<file path="config.mk">
export PLATFORM = sky130hd
export DESIGN_NAME = pipe_hazard_ctrl
export DESIGN_NICKNAME = d
export VERILOG_FILES = /design/src/rtl/pipe_hazard_ctrl.sv
export SDC_FILE = /design/constraint.sdc
export NUM_CORES = 1
export LEC_CHECK = 0
export CAP_MARGIN = 20
export CORE_UTILIZATION = 29
export CTS_CLUSTER_DIAMETER = 50
export DETAILED_ROUTE_END_ITERATION = 8
export PLACE_DENSITY = 0.93
export SLEW_MARGIN = 30
export SYNTH_ARGS = -nofsm -noshare
export SYNTH_HDL_FRONTEND = slang
export SYNTH_SLANG_ARGS = --single-unit
</file>
<file path="constraint.sdc">
create_clock -name CLK -period 1.8 [get_ports CLK]
set_input_delay 0.27 -clock CLK [delete_from_list [all_inputs] [get_ports CLK]]
set_output_delay 0.27 -clock CLK [all_outputs]
set_load 0.005 [all_outputs]
</file>
<file path="src/rtl/pipe_hazard_ctrl.sv">
// pipe_hazard_ctrl -- pipeline hazard and stall controller for a 5-stage core.
//
// Detects load-use hazards between EX and ID and handles ID-resolved redirects.
// It also stalls the front end around instruction and data memory misses.
// The control outputs are combinational, computed from the registered FSM state
// and the current inputs. The FSM state is RUN, IWAIT (waiting on imem) or
// DWAIT (waiting on dmem).
//
// Optional feature: define STALL_CNT_EN to build saturating performance
// counters. Without it, Stall_Cycles and Flush_Count are tied to zero.
//
// Ports:
//   CLK, RESET            clock; asynchronous active-high reset
//   ID_Rs, ID_Rt          source registers of the instruction in ID
//   ID_UsesRt             ID instruction reads Rt
//   EX_MemRead, EX_Rt     load in EX and its destination register
//   ID_Redirect           taken branch/jump resolved in ID
//   IMEM_Ready            instruction memory ready
//   DMEM_Req, DMEM_Ready  data memory request / ready
//   PCWrite, IFIDWrite    pipeline advance enables
//   IF_Flush, IDEX_Bubble squash IF/ID, insert bubble into ID/EX
//   MEM_Hold, IMEM_Abort  freeze MEM stage, abandon outstanding fetch
//   Ctrl_State            RUN=0, IWAIT=1, DWAIT=2
//   Stall_Cycles          cycles with PCWrite=0 (saturating)
//   Flush_Count           cycles with IF_Flush=1 (saturating)
module pipe_hazard_ctrl #(
  parameter int CNT_W = 16
) (
  input  logic             CLK,
  input  logic             RESET,
  input  logic [4:0]       ID_Rs,
  input  logic [4:0]       ID_Rt,
  input  logic             ID_UsesRt,
  input  logic             EX_MemRead,
  input  logic [4:0]       EX_Rt,
  input  logic             ID_Redirect,
  input  logic             IMEM_Ready,
  input  logic             DMEM_Req,
  input  logic             DMEM_Ready,
  output logic             PCWrite,
  output logic             IFIDWrite,
  output logic             IF_Flush,
  output logic             IDEX_Bubble,
  output logic             MEM_Hold,
  output logic             IMEM_Abort,
  output logic [1:0]       Ctrl_State,
  output logic [CNT_W-1:0] Stall_Cycles,
  output logic [CNT_W-1:0] Flush_Count
);

  typedef enum logic [1:0] {
    RUN     = 2'd0,
    IWAIT   = 2'd1,
    DWAIT   = 2'd2,
    ILLEGAL = 2'd3
  } state_t;

  state_t state, state_next;
  logic   load_use;
  logic   dmem_miss;
  logic   imem_miss;

  // r0 is hardwired to zero, so a load into r0 never creates a hazard.
  assign load_use  = EX_MemRead && (EX_Rt != 5'd0) &&
                     ((EX_Rt == ID_Rs) || (ID_UsesRt && (EX_Rt == ID_Rt)));
  assign dmem_miss = DMEM_Req && !DMEM_Ready;
  assign imem_miss = !IMEM_Ready;

  // NOTE: every output gets a default before the case statement. This keeps
  // the block purely combinational, so no latch can be inferred.
  always_comb begin
    PCWrite     = 1'b1;
    IFIDWrite   = 1'b1;
    IF_Flush    = 1'b0;
    IDEX_Bubble = 1'b0;
    MEM_Hold    = 1'b0;
    IMEM_Abort  = 1'b0;
    state_next  = RUN;
    if (RESET) begin
      // Hold the front end and feed bubbles while in reset.
      PCWrite     = 1'b0;
      IFIDWrite   = 1'b0;
      IDEX_Bubble = 1'b1;
    end else begin
      unique case (state)
        DWAIT: begin
          if (!DMEM_Ready) begin
            PCWrite    = 1'b0;
            IFIDWrite  = 1'b0;
            MEM_Hold   = 1'b1;
            state_next = DWAIT;
          end
        end
        IWAIT: begin
          // A redirect makes the pending fetch useless, so abandon it.
          if (ID_Redirect) begin
            IMEM_Abort = 1'b1;
            IF_Flush   = 1'b1;
          end else if (imem_miss) begin
            PCWrite     = 1'b0;
            IFIDWrite   = 1'b0;
            IDEX_Bubble = 1'b1;
            state_next  = IWAIT;
          end
        end
        default: begin  // RUN, and the unreachable encoding behaves as RUN
          if (dmem_miss) begin
            PCWrite    = 1'b0;
            IFIDWrite  = 1'b0;
            MEM_Hold   = 1'b1;
            state_next = DWAIT;
          end else if (load_use) begin
            // The stalled branch in ID is re-evaluated next cycle, so it
            // must not flush IF yet.
            PCWrite     = 1'b0;
            IFIDWrite   = 1'b0;
            IDEX_Bubble = 1'b1;
          end else if (ID_Redirect) begin
            IF_Flush = 1'b1;
          end else if (imem_miss) begin
            PCWrite     = 1'b0;
            IFIDWrite   = 1'b0;
            IDEX_Bubble = 1'b1;
            state_next  = IWAIT;
          end
        end
      endcase
    end
  end

  // NOTE: sequential state uses non-blocking assignments. Every flop then
  // samples its pre-edge value, and simulation matches the synthesized logic.
  always_ff @(posedge CLK or posedge RESET) begin
    if (RESET) state <= RUN;
    else       state <= state_next;
  end

  assign Ctrl_State = state;

`ifdef STALL_CNT_EN
  always_ff @(posedge CLK or posedge RESET) begin
    if (RESET) begin
      Stall_Cycles <= '0;
      Flush_Count  <= '0;
    end else begin
      if (!PCWrite && (Stall_Cycles != '1)) Stall_Cycles <= Stall_Cycles + CNT_W'(1);
      if (IF_Flush && (Flush_Count != '1))  Flush_Count  <= Flush_Count + CNT_W'(1);
    end
  end
`else
  assign Stall_Cycles = '0;
  assign Flush_Count  = '0;
`endif

endmodule

</file>
# Yosys cells after proc, flatten, opt, wreduce, memory -nomap -nowiden

Cells that the tools add are included.

Register bits: 2
Latch bits: 0
RAM bits: 0
Bits in read-only memories: 0
Input port bits: 23
Output and inout port bits: 40
Word-level logic and storage cells: 43
Memories: 0

Add/subtract/negate cells: 0
Multiply operators: 0
Divide/modulo/power cells: 0
Magnitude comparators: 0
Equality and inequality tests: 4
Shifts and indexed selects: 0
Multiplexer cells: 31
Bitwise logic cells: 0
Reduce and logical (&&, ||, !) cells: 7

Operators by type and width:

| operator                                                               | number |
|---|---|
| 1-bit two-way mux                                                      | 22 |
| 5-bit equality test                                                    | 2 |
| 2-bit two-way mux                                                      | 4 |
| 1-bit one-hot mux with 2 select lines                                  | 4 |
| 5-bit nonzero test                                                     | 1 |
| 1-bit logical AND                                                      | 4 |
| 2-bit one-hot mux with 2 select lines                                  | 1 |
| 2-bit by 1-bit equality test with 1-bit output (second input constant) | 1 |
| 2-bit equality test (second input constant)                            | 1 |
| 1-bit logical NOT                                                      | 1 |
| 1-bit logical OR                                                       | 1 |

# Longest topological paths before layout

Gate-level depths: netlist of the first run.

Depth after elaboration: 8
Gate-level depth with buffers: 7
Depth with buffers taken out: 6

# Least setup slack after synthesis of the first run

No wires, ideal clock.

Kind: register to output
Start point: register state[0] (netlist: Ctrl_State[0])
End point: output port PCWrite
Data arrival time: 1.450 ns
Setup slack: 0.080 ns
Stages on the path, launching flop included: 8
Path buffers: 1
Path through: dfrtp_1 > inv_1 > ha_1 > a21oi_1 > a21oi_1 > a31oi_1 > o21ai_0 > buf_4

Longest elaborated chain between the ends: 3

RTL lines:

| item                                                                                  | line | source |
|---|---|---|
| start, declared                                                                       | 58   | `state_t state, state_next;` |
| start signal, assigned                                                                | 135  | `else state <= state_next;` |
| 2-bit by 1-bit equality test with 1-bit output or 2-bit equality test (tied branches) | -    |  |
| 1-bit one-hot mux with 2 select lines (*)                                             | -    |  |
| 1-bit two-way mux (*)                                                                 | -    |  |
| end, declared                                                                         | 40   | `output logic PCWrite,` |

Every way passes the cells marked *; elsewhere a longest branch is shown, timed or not.

# Final worst setup path of the first run

Start point: register state[1] (netlist: Ctrl_State[1])
End point: output port IDEX_Bubble

Longest elaborated chain between the ends: 3

RTL lines:

| item                                                                                  | line | source |
|---|---|---|
| 2-bit by 1-bit equality test with 1-bit output or 2-bit equality test (tied branches) | 85   | `unique case (state)` |
| 1-bit one-hot mux with 2 select lines (*)                                             | 85   |  |
| 1-bit two-way mux (*)                                                                 | 79   | `if (RESET) begin` |
| end, declared                                                                         | 43   | `output logic IDEX_Bubble,` |

Marked as above.

==> impl_metrics.ini, run 1 <==
[power]
p_leak_nw = 0.480
p_per_area_mw_per_mm2 = 345
power_mw = 0.342
max-vdd-ir-drop_mv = 0.255

[logic_synthesis]
synth_area_per_cell_sq_um = 7.37
ys_seq_area_share_pct = 8.18
synth.distinct_cells = 27
netlist_top_cells_count = 33 x buf_4, 10 x xnor2_1, 5 x a21oi_1
synth_most_common_cell = buf_4
ys_seq_elements = 2
syn_inst = 83
yosysWarnings = 0
synth_ff_type = dfrtp_1
async_flop_share_pct = 100
synth_top_area_cell = buf_4
synth_top_cell_area_share_pct = 40.5
synth_area_sq_um = 612
synth_enable_flop_cells = 0
synth_area_leaders = buf_4 40%, xnor2_1 14%, dfrtp_1 8.2%

[sta]
clock.fmax_mhz = 506
clock_skew_ns = 0.000966
fin_crit_ns = 1.97
final-hold-violation-count = 0
maxSlewViolCount = 0
timing.final.crit_share_pct = 110
final.setup.worst_slack_ns = -0.175
timing.hold.ws_ns = 0.534
finalSetupTns_ns = -0.462
rsz0062_at_grt = yes
setup_viol = 4

[drt]
dr.pass1.iters = 4
vias = 635
ant_nets = 0
wire_per_inst_microns = 9.69
drc = 0
drt-vias-per-instance = 4.04
routed_wl_mm = 1.52
drt_iter0_drc = 11

[clock_network]
cts_max_path_buffers = 2
root_buffer = clkbuf_4
clock-sinks = 2
cts_tree = built
cts_buffers = 3
clk_pin_slew_ns = 0.03
insertion_delay_ns = 0.22
htreeDepth = 1

[final_layout]
drive_gt1_share_pct = 28.5
area_growth_pct = 62.2
diodes = 0
num-nets-final = 157
largest_reg_flops = 2

[run_status]
status = finished, violations left
violations = negative setup slack

[worst_setup_path]
crit_slowest_cell = dfrtp_1
worst-path-buf-inv = 1
start_kind = flip-flop
reg2regPathDepth = 6
worstPathRequired_ns = 1.53
end_kind = output pin
cp_max_fo = 4
arrival_ns = 1.70
cp.depth = 6
crit_chain = ha_4, and2b_2, a21oi_2, o31ai_2, a21o_1, buf_2
cpLargestDelayFamily = compound AO/OA/AOI/OAI gates
worst_path_largest_cell_delay_ns = 0.41
worst-setup-path-type = reg -> out

[floorplan]
fp.dieH_microns = 47.9
io_pins = 63
die_x_microns = 47.9
die_area_sq_mm = 0.00230
initial_core_util_pct = 30.9
core_area_sq_mm = 0.00198
placementRows = 16

[worst_hold_path]
hold_path.class = in -> async

[placed_design]
place.port_buffers = 30
gp_congestion = 0.824
hpwl_mm = 1.18

[grt]
grt_max_degree = 6
grt_usage_pct = 13.6
gr-total-overflow = 0
grt_pass1_wl_mm = 2.17
antenna_found_initial = 0
first_global_vias = 553

[run]
max-cap-violations = 0
## area by class of cell
cell class | count | area (sq um)
well taps | 27 | 33.8
repair buffers | 46 | 398
fillers | 188 | 990
clock buffers | 3 | 22.5
inverters | 3 | 11.3
multi-input cells | 76 | 477
flip-flops and latches | 2 | 50.0
## kinds of logic (layout without fill, tap and decap cells)
kind of cell | after synthesis | in the layout | synth area share [%]
simple gates | 16 | 16 | 13.5
fa+ha+maj | 2 | 2 | 4.09
flops | 2 | 2 | 8.18
xor+xnor | 10 | 10 | 14.3
other cells | 1 | 32 | 0.613
compound gates | 15 | 15 | 15.3
mux | 1 | 1 | 1.64
buf+inv | 36 | 52 | 42.3
## power breakdown
group          switching, mW  internal [mW]
Combinational         0.0868          0.112
Clock                 0.0216         0.0732
Sequential           0.00198         0.0472
## per-layer routing
layer / vias up / GRT usage [%] / routed length [microns]
met5: - / 0 / 0
met4: 0 / 7.22 / 40
met3: 4 / 3.77 / 136
met2: 44 / 25.1 / 774
met1: 281 / 13.6 / 569
li1: 306 / - / -
## worst register-to-register path, delay by kind of cell (launching register included)
kind          cells  cell delay, ns
fa+ha+maj         1            0.30
mux               1            0.21
simple gates      1            0.07
buf+inv           3            0.37
flops             1            0.41
## layout by cell type, fill, tap and decap left out, drive strengths merged, types with 2 or more instances in the layout
cell type / instances
clkbuf: 3
ha: 2
clkdlybuf4s50: 20
dfrtp: 2
xnor2: 10
conb: 32
dlygate4sd2: 4
buf: 21
o211ai: 2
inv: 3
o21ai: 3
a21oi: 5
nor2: 3
nand2: 4
## metrics by stage
step	instances	cell area, sq um	setup slack (ns)	util [%]
2_1_floorplan	114	728	0.0800	-
5_1_grt	157	992	-0.233	50.1
4_1_cts	157	982	-0.131	49.6
6_report	157	992	-0.175	50.1
3_5_place_dp	150	905	-0.659	45.6
3_3_place_gp	150	905	-0.626	45.6
## worst paths after layout
path / from / endpoint / slack (ns)
worst min register to register: Ctrl_State[1] / Ctrl_State[1] / 1.04
worst min-delay path: RESET / Ctrl_State[1] / 0.53
worst max-delay path: Ctrl_State[1] / IDEX_Bubble / -0.17
min in group CLK: EX_Rt[4] / Ctrl_State[0] / 0.77
worst max register to register: Ctrl_State[1] / Ctrl_State[1] / 0.33
max in group asynchronous: RESET / Ctrl_State[0] / 1.18
## what timing repair did
action,in CTS,in global routing
pin swaps,8,4
setup buffers,5,0
gates resized for setup,41,2
hold buffers,0,0
hold endpoints to repair,0,0
setup endpoints to repair,6,5
(Power assumes the default switching activity.)
==> inputs of run 2 (changes only) <==
--- a/config.mk
+++ b/config.mk
@@ -7,7 +7,8 @@
 export LEC_CHECK = 0
 export CAP_MARGIN = 20
 export CORE_UTILIZATION = 29
-export CTS_CLUSTER_DIAMETER = 50
+export CTS_CLUSTER_DIAMETER = 150
+export CTS_CLUSTER_SIZE = 25
 export DETAILED_ROUTE_END_ITERATION = 8
 export PLACE_DENSITY = 0.93
 export SLEW_MARGIN = 30
==> results of run 2 <==
No change in the layout: final DEF, timing and power equal those of run 1.
==> inputs of run 3 (changes only) <==
--- a/config.mk
+++ b/config.mk
@@ -10,7 +10,7 @@
 export CTS_CLUSTER_DIAMETER = 150
 export CTS_CLUSTER_SIZE = 25
 export DETAILED_ROUTE_END_ITERATION = 8
-export PLACE_DENSITY = 0.93
+export PLACE_DENSITY = 0.86
 export SLEW_MARGIN = 30
 export SYNTH_ARGS = -nofsm -noshare
 export SYNTH_HDL_FRONTEND = slang
==> impl_metrics.ini, run 3 (synthesized netlist as in run 1, its figures left out) <==
[sta]
setup_viol = 5
fin_crit_ns = 1.93
timing.final.crit_share_pct = 107
maxSlewViolCount = 0
clock.fmax_mhz = 519
final-hold-violation-count = 0
rsz0062_at_grt = yes
clock_skew_ns = 0.0000544
final.setup.worst_slack_ns = -0.127

[grt]
grt_max_degree = 5
busiest_layer = met2
gr-total-overflow = 0
grt.met2_usage_pct = 26.2
first_global_vias = 572
use_met3_pct = 3.40
grt_use_met1_pct = 13.5
grt_usage_pct = 14.3
grt_pass1_wl_mm = 2.21
antenna_found_initial = 0

[worst_setup_path]
end_kind = output pin
r2r_setup_slack_ns = 0.24
worstPathRequired_ns = 1.53
cp_max_fo = 3
worst_path_largest_cell_delay_ns = 0.42
cpLargestDelayFamily = flip-flops
crit_slowest_cell = dfrtp_1
worst-path-buf-inv = 1
crit_start = Ctrl_State[1]
start_kind = flip-flop
arrival_ns = 1.66
worst-setup-path-type = reg -> out
r2r-start = Ctrl_State[1]
crit_chain = ha_4, and2b_2, a21oi_2, o31ai_2, a21o_1, buf_2

[final_layout]
drive_gt1_share_pct = 32.8
fill_cells = 200
mostFrequentLayoutCells = 32 x conb_1, 19 x clkdlybuf4s50_1, 15 x buf_4, 10 x xnor2_1
area_growth_pct = 74.0
num-nets-final = 161
stdcell_count = 161
final_common_cell = conb_1
largest_reg_flops = 2
diodes = 0

[placed_design]
hpwl_mm = 1.16
gp_congestion = 0.736
place.port_buffers = 30
placed_cells = 152

[floorplan]
io_pins = 63
initial_core_util_pct = 30.9
placementRows = 16
fp.dieH_microns = 47.9
die_x_microns = 47.9
die_area_sq_mm = 0.00230
core_area_sq_mm = 0.00198

[power]
p_leak_nw = 0.508
max-vdd-ir-drop_mv = 0.203
p_per_area_mw_per_mm2 = 348
power_mw = 0.370

[clock_network]
root_buffer = clkbuf_4
holdBufCountCts = 0
cts_buffers = 3
clock-sinks = 2
htreeDepth = 1
insertion_delay_ns = 0.23
clk_pin_slew_ns = 0.03
cts_tree = built
cts_max_path_buffers = 2

[drt]
routed_wl_mm = 1.55
drc = 0
vias = 648
ant_nets = 0
drt_iter0_drc = 2
dr.pass1.iters = 4
wire_per_inst_microns = 9.63
drt-vias-per-instance = 4.02

[run_status]
violations = negative setup slack
status = finished, violations left

[worst_hold_path]
hold_path.class = in -> async

[run]
max-cap-violations = 0
[run 3: cell types whose count changed in the layout (fill, tap and decap cells not counted), sizes merged]
cell           delta
dlygate4sd2       -1
clkdlybuf4s50     -1
buf               +4
clkdlybuf4s15     +2
[run 3: tightest hold or removal path: cells and delay by family]
family	cells	cell delay, ns
buf+inv	4	0.68
[run 3: worst paths after layout]
| kind | end | cells after the start |
|---|---|---|
| max | IDEX_Bubble | 6 |
| max in group asynchronous | Ctrl_State[1] | 4 |
| min reg2reg | Ctrl_State[0] | 4 |
| max reg2reg | Ctrl_State[1] | 7 |
| min in group CLK | Ctrl_State[0] | 6 |
| min | Ctrl_State[0] | 4 |
[run 3: area by class of cell]
class | count | area (sq um) | area share (%)
well taps | 27 | 33.8 | 3.17
inverters | 3 | 11.3 | 1.06
multi-input cells | 76 | 507 | 47.6
clock buffers | 3 | 22.5 | 2.12
repair buffers | 50 | 440 | 41.4
flip-flops and latches | 2 | 50.0 | 4.70
[run 3: timing repair]
action                                  CTS  global route
setup buffers                             6             0
resized for setup                        50             3
endpoints found under the setup margin    6             5
pin swaps                                10             3
[run 3: routing by layer]
| layer | up-vias | routed length [microns] | share of wire [%] |
|---|---|---|---|
| met5 | - | 0 | 0 |
| met4 | 0 | 48 | 3.1 |
| met3 | 5 | 92 | 5.9 |
| met2 | 40 | 909 | 59 |
| met1 | 287 | 499 | 32 |
| li1 | 316 | - | - |
[run 3: report_power, final]
group / total [mW] / leakage, nW / switching, mW / internal (mW)
Combinational: 0.215 / 0.467 / 0.0925 / 0.123
Sequential: 0.0493 / 0.0272 / 0.00215 / 0.0472
Clock: 0.106 / 0.0138 / 0.0320 / 0.0740
Total: 0.370 / 0.508 / 0.127 / 0.244
[run 3: per-stage QoR]
step	hold slack (ns)	worst slack (ns)	cell area, sq um	TNS [ns]	utilization [%]
after floorplan	0.0333	0.0800	728	0	-
after global routing	0.401	-0.199	1060	-0.881	53.7
after global placement	0.783	-0.642	920	-2.73	46.4
final	0.398	-0.127	1060	-0.505	53.7
after detailed placement	0.809	-0.693	920	-3.03	46.4
after CTS	0.371	-0.112	1050	-0.448	53.1
